==> config.mk <==
export PLATFORM = sky130hd
export DESIGN_NAME = mix_columns_iter
export DESIGN_NICKNAME = d
export VERILOG_FILES = /design/src/rtl/mix_columns_iter.sv
export SDC_FILE = /design/constraint.sdc
export NUM_CORES = 1
export LEC_CHECK = 0
export CAP_MARGIN = 25
export CORE_MARGIN = 1
export CORE_UTILIZATION = 30
export CTS_BUF_LIST = sky130_fd_sc_hd__clkbuf_16
export DETAILED_ROUTE_END_ITERATION = 8
export PLACE_DENSITY = 0.49
export SETUP_SLACK_MARGIN = 0.3
export SLEW_MARGIN = 20
export SYNTH_ARGS = -nofsm -noshare
export SYNTH_HDL_FRONTEND = slang
export SYNTH_SLANG_ARGS = --single-unit
==> constraint.sdc <==
create_clock -name clk -period 3.2 [get_ports clk]
set_input_delay 0.64 -clock clk [delete_from_list [all_inputs] [get_ports clk]]
set_output_delay 0.64 -clock clk [all_outputs]
set_load 0.005 [all_outputs]
==> src/rtl/mix_columns_iter.sv <==
// Iterative AES MixColumns / InvMixColumns stage with a last-round bypass.
// The stage takes COLS_PER_CYCLE columns per falling clock edge. It holds
// the result on valueMixed and pulses success for one cycle when a block
// completes. Byte 0 is the leftmost (most significant) byte of the 128-bit
// state, and column c is made of bytes 4c..4c+3.

// Combinational mixer for one 32-bit column: forward or inverse matrix.
module mix_column (
    input  logic [31:0] col_in,
    input  logic        inverse,
    output logic [31:0] col_out
);

    // Multiply by 2 in GF(2^8) using the AES reduction polynomial.
    function automatic logic [7:0] xtime(input logic [7:0] b);
        return {b[6:0], 1'b0} ^ (b[7] ? 8'h1b : 8'h00);
    endfunction

    logic [7:0] a  [4];
    logic [7:0] x2 [4];
    logic [7:0] x4 [4];
    logic [7:0] x8 [4];

    // The doubled, quadrupled and octupled values of each byte are the only
    // products needed: 3, 9, 0b, 0d and 0e are XOR combinations of them.
    for (genvar r = 0; r < 4; r++) begin : g_prep
        assign a[r]  = col_in[31-8*r -: 8];
        assign x2[r] = xtime(a[r]);
        assign x4[r] = xtime(x2[r]);
        assign x8[r] = xtime(x4[r]);
    end

    // Apply the rotated coefficient row for each output byte.
    always_comb begin
        // NOTE: every variable written in a combinational block is given a
        // default first, so that no path through the block can infer a latch.
        col_out = '0;
        for (int r = 0; r < 4; r++) begin
            if (inverse) begin
                col_out[31-8*r -: 8] = (x8[r] ^ x4[r] ^ x2[r])
                                     ^ (x8[(r+1)%4] ^ x2[(r+1)%4] ^ a[(r+1)%4])
                                     ^ (x8[(r+2)%4] ^ x4[(r+2)%4] ^ a[(r+2)%4])
                                     ^ (x8[(r+3)%4] ^ a[(r+3)%4]);
            end else begin
                col_out[31-8*r -: 8] = x2[r]
                                     ^ (x2[(r+1)%4] ^ a[(r+1)%4])
                                     ^ a[(r+2)%4]
                                     ^ a[(r+3)%4];
            end
        end
    end

endmodule

// Top level: control FSM, working register, and COLS_PER_CYCLE mixer slots.
module mix_columns_iter #(
    parameter int COLS_PER_CYCLE = 1
) (
    input  logic         clk,
    input  logic         reset,
    input  logic         mixEnable,
    input  logic         inverse,
    input  logic         lastRound,
    input  logic [127:0] value,
    output logic [127:0] valueMixed,
    output logic         success,
    output logic         busy
);

    if (!(COLS_PER_CYCLE == 1 || COLS_PER_CYCLE == 2 || COLS_PER_CYCLE == 4)) begin : g_bad_param
        $error("mix_columns_iter: COLS_PER_CYCLE must be 1, 2 or 4");
    end

    // The counter wraps naturally. With four columns per cycle the step is
    // 0, so the counter stays at 0 and the first compute edge is the last one.
    localparam logic [1:0] STEP     = 2'(COLS_PER_CYCLE);
    localparam logic [1:0] LAST_COL = 2'(4 - COLS_PER_CYCLE);

    typedef enum logic [1:0] {IDLE, COMPUTE, PASS} state_t;

    state_t       state;
    logic [1:0]   col;
    logic [127:0] work;
    logic         inv_q;
    logic [127:0] work_next;

    logic [1:0]  slot_idx [COLS_PER_CYCLE];
    logic [31:0] slot_in  [COLS_PER_CYCLE];
    logic [31:0] slot_out [COLS_PER_CYCLE];

    // One mixer per slot. Slot k works on column col+k of the working register.
    for (genvar k = 0; k < COLS_PER_CYCLE; k++) begin : g_slot
        assign slot_idx[k] = col + 2'(k);
        assign slot_in[k]  = work[32*(3-slot_idx[k]) +: 32];

        mix_column u_mix (
            .col_in  (slot_in[k]),
            .inverse (inv_q),
            .col_out (slot_out[k])
        );
    end

    // Working register with this cycle's columns replaced by their mixed values.
    always_comb begin
        work_next = work;
        for (int k = 0; k < COLS_PER_CYCLE; k++) begin
            work_next[32*(3-slot_idx[k]) +: 32] = slot_out[k];
        end
    end

    // Control FSM and all state. Updates happen on the falling edge.
    always_ff @(negedge clk or negedge reset) begin
        if (!reset) begin
            state      <= IDLE;
            col        <= '0;
            // NOTE: the working register is a plain flop bank rather than a
            // memory, so clearing it on reset is cheap. Clearing it also means
            // no column of an aborted block can reappear after reset.
            work       <= '0;
            inv_q      <= 1'b0;
            valueMixed <= '0;
            success    <= 1'b0;
            busy       <= 1'b0;
        end else begin
            // NOTE: sequential state uses non-blocking assignments only, so
            // every branch here reads the pre-edge values of the registers.
            case (state)
                IDLE: begin
                    success <= 1'b0;
                    if (mixEnable) begin
                        work  <= value;
                        inv_q <= inverse;
                        col   <= '0;
                        busy  <= 1'b1;
                        state <= lastRound ? PASS : COMPUTE;
                    end
                end
                COMPUTE: begin
                    work <= work_next;
                    col  <= col + STEP;
                    if (col == LAST_COL) begin
                        valueMixed <= work_next;
                        success    <= 1'b1;
                        busy       <= 1'b0;
                        state      <= IDLE;
                    end
                end
                PASS: begin
                    valueMixed <= work;
                    success    <= 1'b1;
                    busy       <= 1'b0;
                    state      <= IDLE;
                end
                default: state <= IDLE;
            endcase
        end
    end

endmodule

Word-level counts from Yosys, hierarchy flattened:

Index checks and enable logic that the tools add are counted.

* bits in registers: 263
* output and inout port bits: 130
* word-level logic and storage cells: 124

* add/sub/neg operators: 3
* equality and inequality tests: 5
* shift operators: 3
* multiplexer cells: 32
* bitwise gates (word level): 64
* reductions and logical operators: 10

Operator list (number)
* 128-bit one-hot mux with 2 select lines: 2
* 8-bit bitwise XOR: 64
* 128-bit 2-to-1 mux: 2
* 128-bit bitwise mux: 1
* 32-bit by 34-bit variable shift with 128-bit output (first input constant): 1
* 128-bit by 33-bit indexed part select with 32-bit output: 1
* 32-bit by 34-bit indexed part select with 128-bit output: 1
* 5-bit 2-to-1 mux: 12
* 32-bit negation with 34-bit output: 1
* 8-bit 2-to-1 mux: 4
* 2-bit AND reduction: 5
* 2-bit 2-to-1 mux: 4
* 2-bit one-hot mux with 2 select lines: 2
* 1-bit one-hot mux with 3 select lines: 2
* 2-bit == test (second input constant): 2
* 2-bit inequality test (second input constant): 2
* 2-bit nonzero test: 2
* 1-bit 2-to-1 mux: 3
* 3-bit AND reduction: 1
* 3-bit nonzero test: 1
* 2-bit by 2-bit subtractor with 3-bit output (first input constant): 1
* 2-bit by 1-bit adder with 2-bit output (second input constant): 1
* 2-bit by 1-bit == test with 1-bit output (second input constant): 1
* 2-bit logical NOT: 1

Logic depth before layout (Yosys ltp):

* depth in word-level cells: 18
* depth in mapped cells: 13

Hierarchy:

A second synthesis with hierarchy kept.

* cells, all modules: 1592
* area total of the unflattened synthesis: 15333.5 sq um

Modules (own cells, without submodules)
* mix_columns_iter: instances 1, cells each 1310, area each 12846.1 sq um
* mix_column: instances 1, cells each 282, area each 2487.4 sq um

==> summary.md <==
| Metric | Value |
|---|---|
| Mean Syn Cell Area | `9.98 sq um` |
| Layout cells sized above 1 | `36.7%` |
| GR Overflow Total | `0` |
| Kind of cell adding the most delay to the critical path | `flip-flops` |
| Most used DFF post-synth | `dfrtn_1` |
| Hold Vio Cnt, Final | `0` |
| Worst skew pair latency | `580 ps` |
| Register area | `6580 sq um` |
| Largest net degree at the start of global routing | `87` |
| Worst Path Required | `2560 ps` |
| #FFs+latches synth | `263` |
| Synthesized Nets | `1713` |
| Drt first pass iters | `7` |
| Initial antenna violation count | `1` |
| Vias in the first global route | `15100` |
| Critical path startpoint category | `flop` |
| HPWL Detailed | `49600 um` |
| Multi-input gate area | `9810 sq um` |
| Fin nets | `2243` |
| Post-Syn Area | `15700 sq um` |
| Maxcap violations | `0` |
| Slowest CP cell | `dfrtn_1` |
| Die height | `231 um` |
| Antenna cell count | `0` |
| Status | `complete, but fails checks` |
| Via Count | `14800` |
| R2R Setup Slk | `-270 ps` |
| Max FO, Critical Path | `2` |
| WL/cell | `24.1 um` |
| Max incr delay on CP | `500 ps` |
| Core Area | `51500 sq um` |
| Top-area cell type share of the netlist area | `42.0%` |
| Crit path DAT | `2840 ps` |
| Ys Warns | `0` |
| Async set-reset flop share out of synthesis | `100%` |
| CTS buffer count | `31` |
| Max-slew violation count | `0` |
| Count of final setup violators | `315` |
| H-tree depth | `1` |
| Commonest non-fill, non-tap cell in the layout | `buf_4` |
| Clock Skews | `11.8 ps` |
| R2r startpoint | `col[0]$_DFFE_NN0P_` |
| EDFF count, synth | `0` |
| CP endpoint | `valueMixed[15]` |
| Failing checks | `setup timing` |
| GP Congestion | `0.890` |
| IO Pins | `263` |
| Drt drc | `0` |
| Final setup TNS | `-42220 ps` |
| Die width | `231 um` |
| Rows | `83` |
| DR iter-0 viols | `1269` |
| CP cell instances | `buf_2` |
| Worst Tran Pin Value | `763 ps` |
| Reg clk slew, reported paths | `40 ps` |
| Post-synth cell types | `63` |
| WS Path Type | `flop to output pin` |
| Worst path bufs/invs | `1` |
| Final worst setup slack | `-285 ps` |
| Leading cell types in the layout, fill and taps excluded | `buf_4, dfrtn_1, nand2_1` |
| Syn-to-layout area delta | `50.1%` |
| Detail Route Antenna Nets | `0` |
| Via/cell ratio | `5.28` |
| Max_slew headroom | `49.1%` |
| Clock buffer depth | `3` |
| Critical Path Source | `valueMixed[15]$_DFFE_NN0P_` |
| Reg2reg end | `valueMixed[106]$_DFFE_NN0P_` |
| Clk sinks | `263` |
| GRT Total Usage | `24.8%` |
| Syn Inst Count | `1571` |
| CTS Hold Bufs | `0` |
| Crit path time final | `3480 ps` |
| Die area | `53200 sq um` |
| First-pass GRT wire length | `98200 um` |
| R2R cell count | `12` |
| CP endpoint kind | `output pin` |
| Clock root cell | `clkbuf_16` |
| Final period util | `109%` |
| WL final | `67300 um` |
| Worst Hold Class | `flop to flop` |
| Register area share after synthesis | `42.0%` |
| Filler instances | `4956` |
| Max Fclk | `288 MHz` |
| Critical Path Stages | `1` |
| Synth area leaders | `dfrtn_1, xnor2_1, o21ai_0` |
| Yosys top cell by area | `dfrtn_1` |
| CTS tree | `yes` |
| RSZ-0062 raised after global routing | `yes` |
| Initial Utilization | `30.4%` |
| Port Buffers | `262` |
-- layout make-up --
cell class / count / area share (%)
clock buffer: 31 / 3.30
timing repair buffer: 623 / 22.4
sequential: 263 / 28.0
clock inverter: 20 / 0.511
tap: 680 / 3.62
inverter: 33 / 0.527
multi-input combinational: 1149 / 41.7
-- synth_stat cells, types with 6 or more instances --
| cell type | instances |
|---|---|
| dfrtn_1 | 263 |
| nand2_1 | 164 |
| o21ai_0 | 144 |
| xnor2_1 | 124 |
| clkbuf_1 | 103 |
| nor2_1 | 99 |
| a21oi_1 | 88 |
| a22oi_1 | 81 |
| nand3_1 | 54 |
| o21ai_1 | 35 |
| xor2_1 | 35 |
| mux4_2 | 32 |
| inv_1 | 31 |
| or3_1 | 31 |
| and3_1 | 27 |
| a221oi_1 | 23 |
| mux2i_1 | 23 |
| nor3_1 | 22 |
| xnor3_1 | 22 |
| a222oi_1 | 16 |
| o211ai_1 | 12 |
| o2bb2ai_1 | 11 |
| xnor2_2 | 11 |
| buf_2 | 9 |
| ha_1 | 9 |
| o22ai_1 | 8 |
| buf_6 | 7 |
| a2bb2oi_1 | 6 |
| o221a_2 | 6 |
| xnor2_4 | 6 |
-- flip-flops by register name, summed over array words and instances (netlist names) --
register	count
col	2
work	128
valueMixed	128
state	2
busy	1
success	1
inv_q	1
-- cells by family (layout without fill, tap and decap cells) --
| group | after synthesis | in the layout | synth area share, % |
|---|---|---|---|
| compound gates | 464 | 465 | 19.1 |
| fa+ha+maj | 9 | 9 | 0.718 |
| mux | 58 | 58 | 6.28 |
| simple gates | 407 | 407 | 11.5 |
| xor+xnor | 210 | 210 | 15.9 |
| flops | 263 | 263 | 42.0 |
| buf+inv | 160 | 707 | 4.51 |
-- through the flow --
step                      instance area, sq um  util [%]  hold WS [ps]  std cells  setup slack, ps
final                                    23500      45.7           413       2799             -285
after global routing                     23500      45.7           439       2799             -367
after CTS                                22500      43.8           411       2749             -290
after detailed placement                 21400      41.6           416       2644             -862
after global placement                   21400      41.6           416       2644             -842
after floorplan                          16400         -           423       1571            -9.77
-- what timing repair did --
action,CTS,global route
cloned,1,1
setup endpoints to repair,338,338
buffers inserted,53,49
pin swaps,28,61
hold endpoints to repair,0,0
resized for setup,594,109
-- worst min path at each step --
stage                                           start                     endpoint  slack [ps]  depth (start not counted)
after floorplan           valueMixed[100]$_DFFE_NN0P_  valueMixed[100]$_DFFE_NN0P_         420                          2
after global placement     valueMixed[53]$_DFFE_NN0P_   valueMixed[53]$_DFFE_NN0P_         420                          2
after detailed placement   valueMixed[53]$_DFFE_NN0P_   valueMixed[53]$_DFFE_NN0P_         420                          2
after CTS                  valueMixed[53]$_DFFE_NN0P_   valueMixed[53]$_DFFE_NN0P_         410                          2
after global routing       valueMixed[92]$_DFFE_NN0P_   valueMixed[92]$_DFFE_NN0P_         440                          2
final                      valueMixed[92]$_DFFE_NN0P_   valueMixed[92]$_DFFE_NN0P_         410                          2
-- metal layers --
layer  up-vias  part of all wire, %  wire [um]  GRT usage (%)
li1       6734                    -          -              -
met1      7315                   43      28700           33.3
met2       618                   47      31500           40.1
met3       116                  6.8       4550           3.98
met4         0                  3.8       2570           9.21
met5         -                    0          0              0
Power is left out: the tool's default activity adds up to more than one toggle a clock period on the data nets, which glitch-free logic cannot reach.
